[config.mk]
export PLATFORM = sky130hd
export DESIGN_NAME = oh_logic_demux_reg
export DESIGN_NICKNAME = d
export VERILOG_FILES = /design/src/rtl/oh_logic_demux_reg.sv
export SDC_FILE = /design/constraint.sdc
export NUM_CORES = 1
export LEC_CHECK = 0
export BUFFER_PORTS_ARGS = -buffer_cell sky130_fd_sc_hd__clkbuf_2
export CAP_MARGIN = 20
export CORE_MARGIN = 1
export CORE_UTILIZATION = 55
export DETAILED_ROUTE_END_ITERATION = 7
export HOLD_SLACK_MARGIN = 0.06
export PLACE_DENSITY = 0.85
export SYNTH_ARGS = -nofsm -noshare
export SYNTH_HDL_FRONTEND = slang
export SYNTH_SLANG_ARGS = --single-unit
[constraint.sdc]
create_clock -name clk_i -period 4.1 [get_ports clk_i]
set_input_delay 0.41 -clock clk_i [delete_from_list [all_inputs] [get_ports clk_i]]
set_output_delay 0.41 -clock clk_i [all_outputs]
set_load 0.02 [all_outputs]
[src/rtl/oh_logic_demux_reg.sv]
// Registered one-hot demultiplexer with valid/ready handshakes.
// One 1-entry slot per output channel; illegal selects are dropped and counted.
module oh_logic_demux_reg #(
    parameter int NUM   = 4,
    parameter int WIDTH = 32,
    parameter int CNTW  = 8
) (
    input  logic             clk_i,
    input  logic             rst_i,
    input  logic             in_valid_i,
    output logic             in_ready_o,
    input  logic [NUM-1:0]   in_oh_sel_i,
    input  logic [WIDTH-1:0] in_data_i,
    output logic [NUM-1:0]   out_valid_o,
    input  logic [NUM-1:0]   out_ready_i,
    output logic [WIDTH-1:0] out_data_o [NUM-1:0],
    output logic             sel_err_o,
    output logic [CNTW-1:0]  sel_err_cnt_o
);

    logic           legal;
    logic [NUM-1:0] slot_free;
    logic [NUM-1:0] acc;
    logic           illegal_beat;

    // exactly one bit set: nonzero and clearing the lowest bit leaves zero
    assign legal = (in_oh_sel_i != '0) &&
                   ((in_oh_sel_i & (in_oh_sel_i - NUM'(1))) == '0);

    assign slot_free    = ~out_valid_o | out_ready_i;
    assign in_ready_o   = legal ? |(in_oh_sel_i & slot_free) : 1'b1;
    assign acc          = {NUM{in_valid_i & legal & in_ready_o}} & in_oh_sel_i;
    assign illegal_beat = in_valid_i & ~legal;

    always_ff @(posedge clk_i) begin
        if (rst_i) begin
            out_valid_o <= '0;
            for (int j = 0; j < NUM; j++) begin
                out_data_o[j] <= '0;
            end
        end else begin
            for (int j = 0; j < NUM; j++) begin
                if (acc[j]) begin
                    out_data_o[j]  <= in_data_i;
                    out_valid_o[j] <= 1'b1;
                end else if (out_valid_o[j] && out_ready_i[j]) begin
                    out_valid_o[j] <= 1'b0;
                end
            end
        end
    end

    always_ff @(posedge clk_i) begin
        if (rst_i) begin
            sel_err_o     <= 1'b0;
            sel_err_cnt_o <= '0;
        end else begin
            sel_err_o <= illegal_beat;
            if (illegal_beat && (sel_err_cnt_o != '1)) begin
                sel_err_cnt_o <= sel_err_cnt_o + CNTW'(1);
            end
        end
    end

endmodule

## Word-level counts from Yosys, hierarchy flattened

Index checks and enable logic that the tools add are counted.

- Add/sub/neg operators: 2
- $mul: 0
- Div/mod/pow operators: 0
- Order comparisons: 0
- Equal/unequal tests: 1
- Shift-type cells: 0
- Multiplexer cells: 9
- Bitwise gates (word level): 9
- Reductions and logical operators: 13

Operators with widths:

| operator | number |
|---|---|
| $and 4x4->4 | 3 |
| $mux 1 | 9 |
| $add 8x1->8 const B | 1 |
| $ne 8x8->1 const B | 1 |
| $reduce_bool 2->1 | 4 |
| $logic_and 1x1->1 | 6 |
| $logic_not 4->1 | 1 |
| $not 4->4 | 1 |
| $or 4x4->4 | 1 |
| $reduce_bool 4->1 | 1 |
| $reduce_or 4->1 | 1 |
| $sub 4x1->4 const B | 1 |
| $and 1x1->1 | 3 |
| $not 1->1 | 1 |

- Bits in registers: 141
- Latch bits: 0
- Memory bits (writable): 0
- ROM bits: 0
- Input port bits: 43
- Output and inout bits: 142
- Logic and storage cells: 44
- Memories: 0

## Longest topological paths before layout

Gate-level depths: netlist of the first run.

- Depth after elaboration: 8
- Depth in mapped cells: 6
- Mapped depth without buffers: 5

## Least setup slack after synthesis of the first run

OpenSTA, ideal clock, no wires.

- Kind: input-to-reg
- Start point: input in_oh_sel_i[3]
- End point: register out_data_o[36] (netlist bit)
- Setup time: 0.072 ns
- Arrival: 1.748 ns
- Data required time: 4.028 ns
- Setup slack: 2.281 ns
- Stages on the path: 6
- Buffers on the path: 2
- Cells stage by stage: or4b_4 > o211ai_4 > o2111a_1 > buf_6 > buf_12 > mux2i_1

- Cells in the longest elaborated chain, start to end: 7
- Elaborated cells on any way between the ends: 11
- Classes of those cells: 1 x add/sub; 1 x mux; 5 x bitwise; 4 x reduce/logical

Ends and longest elaborated chain:

| element | RTL line | source |
|---|---|---|
| from (decl) | 12 | `input logic [NUM-1:0] in_oh_sel_i,` |
| $sub 4x1->4 | 28 | `((in_oh_sel_i & (in_oh_sel_i - NUM'(1))) == '0);` |
| $and 4x4->4 | 28 |  |
| $logic_not 4->1 | 28 |  |
| $logic_and 1x1->1 | 27 | `assign legal = (in_oh_sel_i != '0) &&` |
| $and 1x1->1 or $mux 1 (tied branches) | 32, 31 |  |
| $and 1x1->1 (*) | 32 | `assign acc = {NUM{in_valid_i & legal & in_ready_o}} & in_oh_sel_i;` |
| $and 4x4->4 (*) | 32 |  |
| to (signal, indexed assignment) | 44 | `out_data_o[j] <= in_data_i;` |
| to (decl) | 16 | `output logic [WIDTH-1:0] out_data_o [NUM-1:0],` |

Every way passes the cells marked *; elsewhere a longest branch is shown, timed or not.
A chain may end at the register's enable or synchronous reset.

## Worst setup path after layout of the first run

- Start point: register out_valid_o[0]
- End point: register out_data_o[113] (netlist bit)

- Cells in the longest elaborated chain, start to end: 7

Ends and longest elaborated chain:

| element | RTL line | source |
|---|---|---|
| from (decl) | 14 | `output logic [NUM-1:0] out_valid_o,` |
| from (signal assigned) | 37 | `out_valid_o <= '0;` |
| from (signal, indexed assignment) | 45 | `out_valid_o[j] <= 1'b1;` |
| from (signal, indexed assignment) | 47 | `out_valid_o[j] <= 1'b0;` |
| $not 4->4 | 30 | `assign slot_free = ~out_valid_o \| out_ready_i;` |
| $or 4x4->4 | 30 |  |
| $and 4x4->4 | 31 | `assign in_ready_o = legal ? \|(in_oh_sel_i & slot_free) : 1'b1;` |
| $reduce_or 4->1 | 31 |  |
| $mux 1 | 31 |  |
| $and 1x1->1 | 32 |  |
| $and 4x4->4 | 32 |  |

No other way between the ends.

==> impl_metrics.prom, run 1 <==
# TYPE chip_impl_metric gauge
chip_impl_metric{name="timing_max_transition_violations_final",unit=""} 0
chip_impl_metric{name="fin_nets",unit=""} 744
chip_impl_metric{name="synthAdderAreaFrac",unit="%"} 0.215
chip_impl_metric{name="insertedDiodeCount",unit=""} 0
chip_impl_metric{name="vias",unit=""} 4393
chip_impl_info{name="clock_tree_from_tritoncts",value="built"} 1
chip_impl_info{name="worst_hold_path_type",value="input port to register"} 1
chip_impl_metric{name="cellLeakagePower",unit="nW"} 3.63
chip_impl_metric{name="grt_max_degree",unit=""} 154
chip_impl_metric{name="syn2layout_area_growth",unit="%"} 25.1
chip_impl_metric{name="report.final.setup_viol",unit=""} 0
chip_impl_metric{name="ys.warnings.count",unit=""} 0
chip_impl_metric{name="cts.reportedPaths.clkPinSlew",unit="ns"} 0.06
chip_impl_info{name="run_status",value="completed"} 1
chip_impl_info{name="critical_path.endpoint_type",value="register"} 1
chip_impl_metric{name="drt-pass1-iter-count",unit=""} 4
chip_impl_metric{name="cts_made_buffers",unit=""} 17
chip_impl_metric{name="powerDensity",unit="nW/um^2"} 426
chip_impl_metric{name="fill_cells",unit=""} 784
chip_impl_metric{name="wl",unit="um"} 13500
chip_impl_metric{name="synth_seq_cells",unit=""} 141
chip_impl_metric{name="post_synth_inst_count",unit=""} 526
chip_impl_metric{name="grt.overflow.total",unit=""} 0
chip_impl_metric{name="layout_min_cycle_time",unit="ns"} 2.21
chip_impl_info{name="reg2reg_from",value="out_valid_o[0]"} 1
chip_impl_metric{name="dr.first_iter.drc_count",unit=""} 190
chip_impl_metric{name="hold_buffers",unit=""} 0
chip_impl_metric{name="seq_total_area_yosys",unit="%"} 48.6
chip_impl_info{name="combinational_family_with_the_most_area_after_synthesis",value="multiplexers"} 1
chip_impl_metric{name="synth_area_per_cell",unit="um^2"} 11.0
chip_impl_metric{name="cts.sinks",unit=""} 141
chip_impl_metric{name="finalHoldViolCount",unit=""} 0
chip_impl_metric{name="latest_clock_arrival_within_the_worst_skew_pair",unit="ns"} 0.51
chip_impl_metric{name="finalWeightedCongestion",unit=""} 0.829
chip_impl_metric{name="yosysTopAreaCellShare",unit="%"} 48.6
chip_impl_metric{name="totalNegativeSetupSlack",unit="ns"} 0
chip_impl_metric{name="worst_setup_skew_after_layout",unit="ns"} 0.00533
chip_impl_metric{name="synthMuxAreaShare",unit="%"} 22.1
chip_impl_metric{name="synth-edff-count",unit=""} 0
chip_impl_metric{name="cts.repair.resized",unit=""} 0
chip_impl_metric{name="slew-limit-headroom",unit="%"} 32.1
chip_impl_metric{name="floorplan.initialDensity",unit="%"} 56.5
chip_impl_metric{name="die_area",unit="um^2"} 11000
chip_impl_metric{name="hold_slack",unit="ns"} 0.229
chip_impl_metric{name="via_count_of_the_first_global_routing_pass",unit=""} 4436
chip_impl_metric{name="timing_worst_slew_pin_value",unit="ns"} 1.02
chip_impl_metric{name="worst_ir_drop_vdd",unit="mV"} 0.224
chip_impl_metric{name="io_buffers",unit=""} 184
chip_impl_metric{name="via_per_inst",unit=""} 5.20
chip_impl_metric{name="crit_fanout",unit=""} 33
chip_impl_metric{name="timing.critical_path.arrival",unit="ns"} 2.63
chip_impl_info{name="cts_root_buffer",value="sky130_fd_sc_hd__clkbuf_8"} 1
chip_impl_metric{name="synth_async_sr_flop_share",unit="%"} 0
chip_impl_metric{name="drv.max_cap_violation_count",unit=""} 0
chip_impl_info{name="post-synth-top-area-cell",value="sky130_fd_sc_hd__dfxtp_1"} 1
chip_impl_info{name="grt_setup_unrepaired",value="no"} 1
chip_impl_metric{name="synth_xor_xnor_area_share",unit="%"} 0.151
chip_impl_metric{name="cts.repair_timing.setup_buffer_count",unit=""} 0
chip_impl_metric{name="antenna_violating_nets_post_route",unit=""} 0
chip_impl_metric{name="fp.coreArea",unit="um^2"} 10300
chip_impl_metric{name="postLayoutSetupSlackWorst",unit="ns"} 1.89
chip_impl_info{name="critPathKind",value="register to register"} 1
chip_impl_metric{name="pre_cts_slack",unit="ns"} 1.63
chip_impl_metric{name="finalCritPeriodShare",unit="%"} 53.9
chip_impl_info{name="worstSetupStartpoint",value="out_valid_o[0]"} 1
chip_impl_metric{name="area_fraction_in_compound_gates_after_synthesis",unit="%"} 4.50
chip_impl_metric{name="groute.usage.overall",unit="%"} 25.3
chip_impl_metric{name="chipHeight",unit="um"} 105
chip_impl_metric{name="grt_first_pass_wirelength",unit="um"} 21800
chip_impl_metric{name="drc_violation_count_after_routing",unit=""} 0
chip_impl_metric{name="max_clock_freq",unit="MHz"} 453
chip_impl_metric{name="share_of_post_route_cells_with_drive_strength_above_1",unit="%"} 31.9
chip_impl_metric{name="top_level_ports",unit=""} 185
chip_impl_metric{name="synth.cell_area",unit="um^2"} 5810
chip_impl_metric{name="ys_types",unit=""} 34
chip_impl_metric{name="synth_nets",unit=""} 570
chip_impl_metric{name="placement_rows",unit=""} 37
chip_impl_metric{name="critPathRequiredTime",unit="ns"} 4.52
chip_impl_metric{name="post_drt_wl_per_cell",unit="um"} 16.0
chip_impl_metric{name="die_w",unit="um"} 105
chip_impl_metric{name="synth-simple-area-share",unit="%"} 20.1
chip_impl_info{name="most_frequently_used_flop_master_after_synthesis",value="sky130_fd_sc_hd__dfxtp_1"} 1
chip_impl_metric{name="antenna_found_initial",unit=""} 0
chip_impl_info{name="startpoint_type",value="register"} 1
chip_impl_metric{name="place.detailed.hpwl",unit="um"} 8860
chip_impl_info{name="yosys-top-cells-area",value="sky130_fd_sc_hd__dfxtp_1 49%, sky130_fd_sc_hd__mux2i_1 22%, sky130_fd_sc_hd__nand2b_1 18%, sky130_fd_sc_hd__buf_6 1.9%, sky130_fd_sc_hd__clkbuf_1 1.2%"} 1
chip_impl_info{name="timing.hold.worst.start",value="in_data_i[15]"} 1
chip_impl_metric{name="worst-r2r-setup-slack",unit="ns"} 1.89
chip_impl_metric{name="cts_htree_levels",unit=""} 4
chip_impl_metric{name="cts_max_path_buffers",unit=""} 2
[per-layer routing]
layer / track usage, % / wire length, um / vias to the layer above / share of wire, %
met5: 0 / 0 / - / 0
li1: - / - / 2116 / -
met4: 10.2 / 170 / 0 / 1.3
met3: 7.49 / 772 / 13 / 5.7
met1: 29.7 / 5800 / 2114 / 43
met2: 43.4 / 6770 / 150 / 50
[synthesized netlist by cell type (3+ instances only)]
master / instances
sky130_fd_sc_hd__nand2b_1: 166
sky130_fd_sc_hd__dfxtp_1: 141
sky130_fd_sc_hd__mux2i_1: 128
sky130_fd_sc_hd__clkbuf_1: 19
sky130_fd_sc_hd__a21oi_1: 11
sky130_fd_sc_hd__buf_6: 10
sky130_fd_sc_hd__inv_1: 4
sky130_fd_sc_hd__o31ai_1: 4
sky130_fd_sc_hd__nand3_1: 3
sky130_fd_sc_hd__nor2_1: 3
sky130_fd_sc_hd__o21ai_0: 3
sky130_fd_sc_hd__or3_1: 3
sky130_fd_sc_hd__or4_1: 3
[registers in the layout, indices dropped and copies added, names as in the netlist]
signal	count
sel_err_o	1
sel_err_cnt_o	8
out_data_o	128
out_valid_o	4
[final timing paths]
path,endpoint,cells after the start
max,out_data_o[113],4
min,out_data_o[15],3
max reg2reg,out_data_o[113],4
min reg2reg,out_data_o[19],2
[cells by family after synthesis]
group,count (synthesis)
AND/OR/NAND/NOR,185
buffers and inverters,38
AO/OA/AOI/OAI,32
adder cells (fa/ha/maj),1
XOR/XNOR,1
flip-flops,141
multiplexers,128
[critical path, stage by stage (launching register included)]
cell                       delay, ns
sky130_fd_sc_hd__dfxtp_1        0.33
sky130_fd_sc_hd__nand2b_1       0.11
sky130_fd_sc_hd__a22oi_1        0.47
sky130_fd_sc_hd__a211o_2        0.90
sky130_fd_sc_hd__mux2i_1        0.28
[layout by cell type, fill, tap and decap left out, types with 2 or more instances in the layout]
cell,count
sky130_fd_sc_hd__o21ai_0,3
sky130_fd_sc_hd__a22oi_1,2
sky130_fd_sc_hd__or4_1,3
sky130_fd_sc_hd__bufinv_16,3
sky130_fd_sc_hd__clkinv_2,5
sky130_fd_sc_hd__a22o_1,2
sky130_fd_sc_hd__or4b_4,2
sky130_fd_sc_hd__a21oi_1,11
sky130_fd_sc_hd__clkbuf_2,183
sky130_fd_sc_hd__nor2_1,3
sky130_fd_sc_hd__nand3_1,3
sky130_fd_sc_hd__inv_1,4
sky130_fd_sc_hd__buf_4,5
sky130_fd_sc_hd__nand2b_1,166
sky130_fd_sc_hd__o31ai_1,4
sky130_fd_sc_hd__dfxtp_1,141
sky130_fd_sc_hd__o2111ai_1,2
sky130_fd_sc_hd__clkbuf_8,2
sky130_fd_sc_hd__or3_1,3
sky130_fd_sc_hd__clkbuf_16,16
sky130_fd_sc_hd__a211o_2,2
sky130_fd_sc_hd__mux2i_1,128
[stage by stage]
step           area (um^2)  cells  power (mW)  util [%]
6_report              7270    845        3.10      70.7
5_1_grt               7270    845        3.20      70.7
4_1_cts               7240    843        3.12      70.5
3_5_place_dp          6690    815        1.67      65.1
3_3_place_gp          6690    815        1.66      65.1
2_1_floorplan         5810    526        1.60         -
[layout make-up]
type                            count  area [um^2]  share of cell area [%]
Clock buffer                       19          432                    5.94
Clock inverter                      9          123                    1.69
Inverter                            4         15.0                   0.207
Multi-Input combinational cell    347         2730                    37.6
Sequential cell                   141         2820                    38.8
Tap cell                          136          170                    2.34
Timing Repair Buffer              189          973                    13.4
[where the power goes]
group / internal, mW / leakage, nW / switching, mW
combinational: 0.0957 / 2.21 / 0.132
sequential: 1.40 / 1.14 / 0.0151
clock: 0.922 / 0.275 / 0.537
total: 2.42 / 3.63 / 0.684
(Power assumes the default switching activity.)
==> run 2: changes to the inputs <==
--- a/config.mk
+++ b/config.mk
@@ -8,10 +8,10 @@
 export BUFFER_PORTS_ARGS = -buffer_cell sky130_fd_sc_hd__clkbuf_2
 export CAP_MARGIN = 20
 export CORE_MARGIN = 1
-export CORE_UTILIZATION = 55
+export CORE_UTILIZATION = 51
 export DETAILED_ROUTE_END_ITERATION = 7
 export HOLD_SLACK_MARGIN = 0.06
-export PLACE_DENSITY = 0.85
+export PLACE_DENSITY = 0.8
 export SYNTH_ARGS = -nofsm -noshare
 export SYNTH_HDL_FRONTEND = slang
 export SYNTH_SLANG_ARGS = --single-unit
==> constraint.sdc (replaced) <==
create_clock -name clk_i -period 2.1 [get_ports clk_i]
set_input_delay 0.21 -clock clk_i [delete_from_list [all_inputs] [get_ports clk_i]]
set_output_delay 0.21 -clock clk_i [all_outputs]
set_load 0.02 [all_outputs]
==> run 2 against run 1 <==
Against the previous run: sequential power grew 96%; flip-flop and latch count is the same; die area grew 7.7%; via count grew 0.25%; combinational power grew 100%; non-clock buffer count grew 7; critical path type is now register to output pin.
==> impl_metrics.prom, run 2 (synthesis gave the netlist of run 1 again) <==
# TYPE chip_impl_metric gauge
chip_impl_metric{name="cellLeakagePower",unit="nW"} 3.73
chip_impl_info{name="layout_common_cells",value="183 x sky130_fd_sc_hd__clkbuf_2, 166 x sky130_fd_sc_hd__nand2b_1, 141 x sky130_fd_sc_hd__dfxtp_1"} 1
chip_impl_metric{name="utilization",unit="%"} 68.3
chip_impl_metric{name="layout.area.seq",unit="um^2"} 2820
chip_impl_metric{name="largest_incremental_delay_on_the_critical_path",unit="ns"} 0.45
chip_impl_metric{name="cts_htree_levels",unit=""} 4
chip_impl_metric{name="io_buffers",unit=""} 184
chip_impl_info{name="leading_cell_type_in_the_layout_fill_and_taps_excluded",value="sky130_fd_sc_hd__clkbuf_2"} 1
chip_impl_metric{name="placed_cells",unit=""} 828
chip_impl_metric{name="cts_made_buffers",unit=""} 17
chip_impl_info{name="largest_registers_ranked_by_flip_flop_count",value="out_data_o (128), sel_err_cnt_o (8), out_valid_o (4)"} 1
chip_impl_info{name="cts_root_buffer",value="sky130_fd_sc_hd__clkbuf_16"} 1
chip_impl_metric{name="layout_min_cycle_time",unit="ns"} 1.80
chip_impl_metric{name="power.share.clock",unit="%"} 51.5
chip_impl_metric{name="crit_fanout",unit=""} 4
chip_impl_metric{name="floorplan.initialDensity",unit="%"} 52.9
chip_impl_metric{name="cts.repair_timing.setup_buffer_count",unit=""} 0
chip_impl_metric{name="drt-pass1-iter-count",unit=""} 4
chip_impl_metric{name="place.detailed.hpwl",unit="um"} 9480
chip_impl_metric{name="chipHeight",unit="um"} 109
chip_impl_metric{name="die_area",unit="um^2"} 11800
chip_impl_metric{name="max_clock_freq",unit="MHz"} 555
chip_impl_info{name="timing.hold.worst.start",value="in_data_i[16]"} 1
chip_impl_metric{name="cts.reportedPaths.clkPinSlew",unit="ns"} 0.06
chip_impl_metric{name="grt_max_degree",unit=""} 64
chip_impl_metric{name="timing_worst_slew_pin_value",unit="ns"} 0.621
chip_impl_metric{name="latest_clock_arrival_within_the_worst_skew_pair",unit="ns"} 0.41
chip_impl_info{name="regMostFlops",value="out_data_o"} 1
chip_impl_metric{name="p_int",unit="mW"} 5.22
chip_impl_metric{name="slew-limit-headroom",unit="%"} 58.5
chip_impl_metric{name="p_seq_share",unit="%"} 41.7
chip_impl_metric{name="die_w",unit="um"} 109
chip_impl_metric{name="antenna_found_initial",unit=""} 0
chip_impl_metric{name="dr.first_iter.drc_count",unit=""} 183
chip_impl_metric{name="report.final.setup_viol",unit=""} 0
chip_impl_metric{name="power.switching",unit="mW"} 1.40
chip_impl_metric{name="antenna_violating_nets_post_route",unit=""} 0
chip_impl_info{name="rr_endpoint",value="out_data_o[12]"} 1
chip_impl_info{name="whs_endpoint",value="out_data_o[16]"} 1
chip_impl_info{name="critical-path-slowest-cell",value="sky130_fd_sc_hd__a22oi_1"} 1
chip_impl_metric{name="grt_first_pass_wirelength",unit="um"} 21600
chip_impl_info{name="startpoint_type",value="register"} 1
chip_impl_metric{name="fp.coreArea",unit="um^2"} 11000
chip_impl_metric{name="multi_input_area",unit="um^2"} 2730
chip_impl_metric{name="cts.repair.resized",unit=""} 0
chip_impl_metric{name="worst_ir_drop_vdd",unit="mV"} 0.526
chip_impl_metric{name="powerDensity",unit="nW/um^2"} 883
chip_impl_metric{name="wl",unit="um"} 13800
chip_impl_metric{name="post_drt_wl_per_cell",unit="um"} 16.1
chip_impl_metric{name="via_per_inst",unit=""} 5.12
chip_impl_info{name="grt_setup_unrepaired",value="no"} 1
chip_impl_info{name="clock_tree_from_tritoncts",value="built"} 1
chip_impl_metric{name="power_switching_share",unit="%"} 21.1
chip_impl_info{name="worst_hold_path_type",value="input port to register"} 1
chip_impl_info{name="critPathKind",value="register to output pin"} 1
chip_impl_metric{name="syn2layout_area_growth",unit="%"} 29.1
chip_impl_metric{name="timing.critical_path.arrival",unit="ns"} 1.59
chip_impl_metric{name="groute.usage.overall",unit="%"} 23.9
chip_impl_metric{name="timing_max_transition_violations_final",unit=""} 0
chip_impl_metric{name="finalCritPeriodShare",unit="%"} 85.8
chip_impl_metric{name="vias",unit=""} 4404
chip_impl_info{name="worstSetupStartpoint",value="out_valid_o[0]"} 1
chip_impl_info{name="run_status",value="completed"} 1
chip_impl_metric{name="grt.overflow.total",unit=""} 0
chip_impl_metric{name="hold_slack",unit="ns"} 0.126
chip_impl_metric{name="final-instance-count-excl-fill",unit=""} 860
chip_impl_metric{name="path_buf_inv",unit=""} 1
chip_impl_metric{name="cts.sinks",unit=""} 141
chip_impl_metric{name="fin_nets",unit=""} 751
chip_impl_metric{name="via_count_of_the_first_global_routing_pass",unit=""} 4414
chip_impl_info{name="critical_path.endpoint_type",value="output pin"} 1
chip_impl_metric{name="place_area",unit="um^2"} 6810
chip_impl_info{name="path_cells",value="nand2b_1 > a22oi_1 > nand3_1 > clkbuf_2"} 1
chip_impl_metric{name="hold_buffers",unit=""} 0
chip_impl_metric{name="cts_max_path_buffers",unit=""} 2
chip_impl_metric{name="reg2reg_depth",unit=""} 5
chip_impl_metric{name="placement_rows",unit=""} 38
chip_impl_metric{name="insertedDiodeCount",unit=""} 0
chip_impl_metric{name="drv.max_cap_violation_count",unit=""} 0
chip_impl_metric{name="power_frac_comb",unit="%"} 6.9
chip_impl_metric{name="critPathRequiredTime",unit="ns"} 1.89
chip_impl_metric{name="postLayoutCellArea",unit="um^2"} 7500
chip_impl_metric{name="drc_violation_count_after_routing",unit=""} 0
chip_impl_metric{name="fill_cells",unit=""} 842
chip_impl_info{name="crit_family",value="compound AO/OA/AOI/OAI gates"} 1
chip_impl_metric{name="finalWeightedCongestion",unit=""} 0.853
chip_impl_metric{name="timing.hold.worst_path_depth",unit=""} 3
chip_impl_metric{name="totalNegativeSetupSlack",unit="ns"} 0
chip_impl_metric{name="share_of_post_route_cells_with_drive_strength_above_1",unit="%"} 33.1
chip_impl_metric{name="largest_register_ff_count",unit=""} 128
chip_impl_metric{name="worst-r2r-setup-slack",unit="ns"} 0.34
chip_impl_metric{name="top_level_ports",unit=""} 185
chip_impl_info{name="reg2reg_from",value="out_valid_o[3]"} 1
chip_impl_metric{name="worst_setup_skew_after_layout",unit="ns"} 0.00664
chip_impl_metric{name="finalHoldViolCount",unit=""} 0
## run 2: cell count changes in the layout (fill, tap and decap cells not counted)
| cell | previous run | this run |
|---|---|---|
| sky130_fd_sc_hd__bufinv_16 | 3 | 5 |
| sky130_fd_sc_hd__clkinvlp_4 | 1 | 2 |
| sky130_fd_sc_hd__clkinv_4 | 0 | 1 |
| sky130_fd_sc_hd__buf_4 | 5 | 9 |
| sky130_fd_sc_hd__clkinv_2 | 5 | 1 |
| sky130_fd_sc_hd__clkbuf_16 | 16 | 17 |
| sky130_fd_sc_hd__buf_12 | 1 | 4 |
| sky130_fd_sc_hd__clkbuf_1 | 1 | 0 |
| sky130_fd_sc_hd__clkbuf_8 | 2 | 6 |
## run 2: through the flow
stage	worst slack, ns	total power, mW
floorplan	0.409	3.12
global placement	0.301	3.26
detailed placement	0.195	3.27
CTS	0.268	6.68
global route	0.131	6.85
finish	0.297	6.62
## run 2: how the worst max path moves through the flow
stage                           end  cells past startpoint  slack [ns]
floorplan           out_data_o[100]                      6        0.41
global placement     out_data_o[44]                      6        0.30
detailed placement   out_data_o[38]                      6        0.19
CTS                      in_ready_o                      4        0.27
global route             in_ready_o                      4        0.13
finish                   in_ready_o                      4        0.30
## run 2: per-layer routing
| metal | wire length (um) | track usage, % |
|---|---|---|
| met1 | 5760 | 26.9 |
| met2 | 6940 | 41.3 |
| met3 | 900 | 7.77 |
| met4 | 215 | 10.4 |
| met5 | 0 | 0 |
## run 2: layout make-up
class                   instances  share of cell area [%]
repair buffers                196                    14.2
inverters                       4                   0.200
multi-input cells             347                    36.5
well taps                     140                    2.34
clock inverters                 9                    2.39
flip-flops and latches        141                    37.7
clock buffers                  23                    6.78
## run 2: tightest hold or removal path, stage by stage
cell                       delay (ns)
sky130_fd_sc_hd__clkbuf_2        0.08
sky130_fd_sc_hd__nand2b_1        0.12
sky130_fd_sc_hd__mux2i_1         0.08
## run 2: power groups by stage
stage / clock network, mW / registers [mW] / logic (mW)
final: 3.41 / 2.76 / 0.454
after global routing: 3.59 / 2.76 / 0.491
after CTS: 3.47 / 2.76 / 0.458
after detailed placement: 0 / 2.82 / 0.457
after global placement: 0 / 2.81 / 0.442
after floorplan: 0 / 2.87 / 0.241
==> run 3: changes to the inputs <==
--- a/config.mk
+++ b/config.mk
@@ -5,6 +5,7 @@
 export SDC_FILE = /design/constraint.sdc
 export NUM_CORES = 1
 export LEC_CHECK = 0
+export ABC_CLOCK_PERIOD_IN_PS = 2100
 export BUFFER_PORTS_ARGS = -buffer_cell sky130_fd_sc_hd__clkbuf_2
 export CAP_MARGIN = 20
 export CORE_MARGIN = 1
==> constraint.sdc (replaced) <==
create_clock -name clk_i -period 2.1 [get_ports clk_i]
set_input_delay 0.315 -clock clk_i [delete_from_list [all_inputs] [get_ports clk_i]]
set_output_delay 0.315 -clock clk_i [all_outputs]
set_load 0.02 [all_outputs]
==> run 3 against run 2 <==
Against the previous run: flip-flop and latch count unchanged; largest power group unchanged; sequential share of layout area grew 0.16 points; non-clock buffer count rose by 1; critical endpoint unchanged; setup slack worse by 0.071 ns; cell count is the same; sequential power hardly changed; clock-buffer cell count is 2 lower; worst hold slack gained 0.10 ns; register-to-register slack improved by 0.06 ns; design area fell by 0.42%; global-route usage is 0.95 points lower.
==> impl_metrics.prom, run 3 (synthesis gave the netlist of run 1 again) <==
# TYPE chip_impl_metric gauge
chip_impl_info{name="run_status",value="completed"} 1
chip_impl_metric{name="vias",unit=""} 4371
chip_impl_metric{name="cts.repair.resized",unit=""} 0
chip_impl_metric{name="layout_min_cycle_time",unit="ns"} 1.87
chip_impl_metric{name="slew-limit-headroom",unit="%"} 67.5
chip_impl_metric{name="worst_ir_drop_vdd",unit="mV"} 0.530
chip_impl_metric{name="syn2layout_area_growth",unit="%"} 28.5
chip_impl_metric{name="max_clock_freq",unit="MHz"} 534
chip_impl_info{name="critPathKind",value="register to output pin"} 1
chip_impl_info{name="critical-path-slowest-cell",value="sky130_fd_sc_hd__dfxtp_1"} 1
chip_impl_metric{name="dr.first_iter.drc_count",unit=""} 184
chip_impl_metric{name="drt-pass1-iter-count",unit=""} 4
chip_impl_metric{name="share_of_post_route_cells_with_drive_strength_above_1",unit="%"} 32.8
chip_impl_metric{name="cts.sinks",unit=""} 141
chip_impl_metric{name="top_level_ports",unit=""} 185
chip_impl_metric{name="hold_buffers",unit=""} 0
chip_impl_metric{name="chipHeight",unit="um"} 109
chip_impl_metric{name="report.final.setup_viol",unit=""} 0
chip_impl_metric{name="final-instance-count-excl-fill",unit=""} 860
chip_impl_metric{name="cts_max_path_buffers",unit=""} 2
chip_impl_metric{name="fin_nets",unit=""} 752
chip_impl_metric{name="crit_fanout",unit=""} 3
chip_impl_metric{name="post_drt_wl_per_cell",unit="um"} 15.5
chip_impl_metric{name="timing_worst_slew_pin_value",unit="ns"} 0.487
chip_impl_info{name="layout_common_cells",value="183 x sky130_fd_sc_hd__clkbuf_2, 166 x sky130_fd_sc_hd__nand2b_1, 141 x sky130_fd_sc_hd__dfxtp_1"} 1
chip_impl_info{name="clock_tree_from_tritoncts",value="built"} 1
chip_impl_metric{name="grt_first_pass_wirelength",unit="um"} 20900
chip_impl_metric{name="via_count_of_the_first_global_routing_pass",unit=""} 4211
chip_impl_metric{name="worst_setup_skew_after_layout",unit="ns"} 0.00708
chip_impl_metric{name="hold_slack",unit="ns"} 0.231
chip_impl_metric{name="critPathRequiredTime",unit="ns"} 1.78
chip_impl_metric{name="totalNegativeSetupSlack",unit="ns"} 0
chip_impl_metric{name="io_buffers",unit=""} 184
chip_impl_info{name="rr_endpoint",value="out_data_o[17]"} 1
chip_impl_metric{name="utilization",unit="%"} 68.0
chip_impl_metric{name="drc_violation_count_after_routing",unit=""} 0
chip_impl_metric{name="placed_cells",unit=""} 829
chip_impl_metric{name="drv.max_cap_violation_count",unit=""} 0
chip_impl_metric{name="die_area",unit="um^2"} 11800
chip_impl_metric{name="placement_rows",unit=""} 38
chip_impl_info{name="regMostFlops",value="out_data_o"} 1
chip_impl_info{name="critical_path.endpoint_type",value="output pin"} 1
chip_impl_info{name="path_cells",value="nand2b_1 > a22oi_1 > buf_4 > nand3_1 > clkbuf_2"} 1
chip_impl_metric{name="postLayoutCellArea",unit="um^2"} 7460
chip_impl_metric{name="largest_incremental_delay_on_the_critical_path",unit="ns"} 0.33
chip_impl_metric{name="via_per_inst",unit=""} 5.08
chip_impl_metric{name="groute.usage.overall",unit="%"} 23.0
chip_impl_metric{name="reg2reg_depth",unit=""} 5
chip_impl_metric{name="total_power",unit="mW"} 6.45
chip_impl_metric{name="wl",unit="um"} 13400
chip_impl_info{name="worst_hold_path_type",value="input port to register"} 1
chip_impl_info{name="reg2reg_from",value="out_valid_o[3]"} 1
chip_impl_metric{name="finalHoldViolCount",unit=""} 0
chip_impl_info{name="largest_registers_ranked_by_flip_flop_count",value="out_data_o (128), sel_err_cnt_o (8), out_valid_o (4)"} 1
chip_impl_info{name="grt_setup_unrepaired",value="no"} 1
chip_impl_info{name="startpoint_type",value="register"} 1
chip_impl_info{name="setup.worst_path.end",value="in_ready_o"} 1
chip_impl_metric{name="finalCritPeriodShare",unit="%"} 89.2
chip_impl_metric{name="insertedDiodeCount",unit=""} 0
chip_impl_metric{name="postLayoutSetupSlackWorst",unit="ns"} 0.226
chip_impl_metric{name="fp.coreArea",unit="um^2"} 11000
chip_impl_metric{name="cellLeakagePower",unit="nW"} 3.71
chip_impl_metric{name="place.detailed.hpwl",unit="um"} 9360
chip_impl_metric{name="antenna_violating_nets_post_route",unit=""} 0
chip_impl_metric{name="worst-r2r-setup-slack",unit="ns"} 0.40
chip_impl_metric{name="place_area",unit="um^2"} 6820
chip_impl_metric{name="die_w",unit="um"} 109
chip_impl_metric{name="largest_register_ff_count",unit=""} 128
chip_impl_metric{name="pre_cts_slack",unit="ns"} 0.0946
chip_impl_info{name="cts_root_buffer",value="sky130_fd_sc_hd__clkbuf_16"} 1
chip_impl_metric{name="cts_made_buffers",unit=""} 17
chip_impl_metric{name="timing_max_transition_violations_final",unit=""} 0
chip_impl_metric{name="finalWeightedCongestion",unit=""} 0.885
chip_impl_metric{name="grt.overflow.total",unit=""} 0
chip_impl_metric{name="cts.reportedPaths.clkPinSlew",unit="ns"} 0.06
chip_impl_info{name="worstSetupStartpoint",value="out_valid_o[3]"} 1
chip_impl_metric{name="floorplan.initialDensity",unit="%"} 52.9
chip_impl_metric{name="cts_htree_levels",unit=""} 4
chip_impl_metric{name="antenna_found_initial",unit=""} 0
chip_impl_info{name="leading_cell_type_in_the_layout_fill_and_taps_excluded",value="sky130_fd_sc_hd__clkbuf_2"} 1
chip_impl_metric{name="powerDensity",unit="nW/um^2"} 865
chip_impl_metric{name="cts.repair_timing.setup_buffer_count",unit=""} 0
chip_impl_metric{name="latest_clock_arrival_within_the_worst_skew_pair",unit="ns"} 0.40
chip_impl_metric{name="timing.critical_path.arrival",unit="ns"} 1.56
chip_impl_metric{name="grt_max_degree",unit=""} 65
run 3: changes by cell type in the layout (fill, tap and decap cells not counted):
cell,previous run,this run
sky130_fd_sc_hd__clkbuf_8,6,2
sky130_fd_sc_hd__buf_4,9,10
sky130_fd_sc_hd__clkinv_4,1,2
sky130_fd_sc_hd__clkbuf_1,0,2
run 3: worst min path at each step:
stage	endpoint	startpoint	cells after the start	slack, ns
global route	out_data_o[108]	in_data_i[12]	3	0.24
global placement	out_data_o[53]	out_data_o[53]	2	0.46
detailed placement	out_data_o[24]	out_data_o[24]	2	0.47
finish	out_data_o[67]	in_data_i[3]	3	0.23
floorplan	out_data_o[31]	in_data_i[31]	2	0.54
CTS	out_data_o[67]	in_data_i[3]	3	0.23
run 3: routing by layer:
metal,part of all wire (%),global-route usage [%]
met1,43,27.2
met4,1.7,9.94
met5,0,0
met3,5.3,6.46
met2,50,38.8
run 3: cell type report:
type / count / area, um^2
Clock inverter: 10 / 188
Fill cell: 829 / 3520
Tap cell: 140 / 175
Clock buffer: 21 / 460
Inverter: 4 / 15.0
Timing Repair Buffer: 197 / 1070
Multi-Input combinational cell: 347 / 2730
Sequential cell: 141 / 2820
run 3: critical path: cells and delay by family, from the launching register on:
kind                   cells  cell delay [ns]
AOI/OAI and AO/OA          1             0.26
and+or+nand+nor            2             0.21
DFF                        1             0.33
buffers and inverters      2             0.37
run 3: power breakdown:
group / leakage (nW) / internal (mW) / switching [mW]
combinational: 2.27 / 0.196 / 0.258
sequential: 1.14 / 2.73 / 0.0294
clock: 0.309 / 2.17 / 1.08
total: 3.71 / 5.09 / 1.36
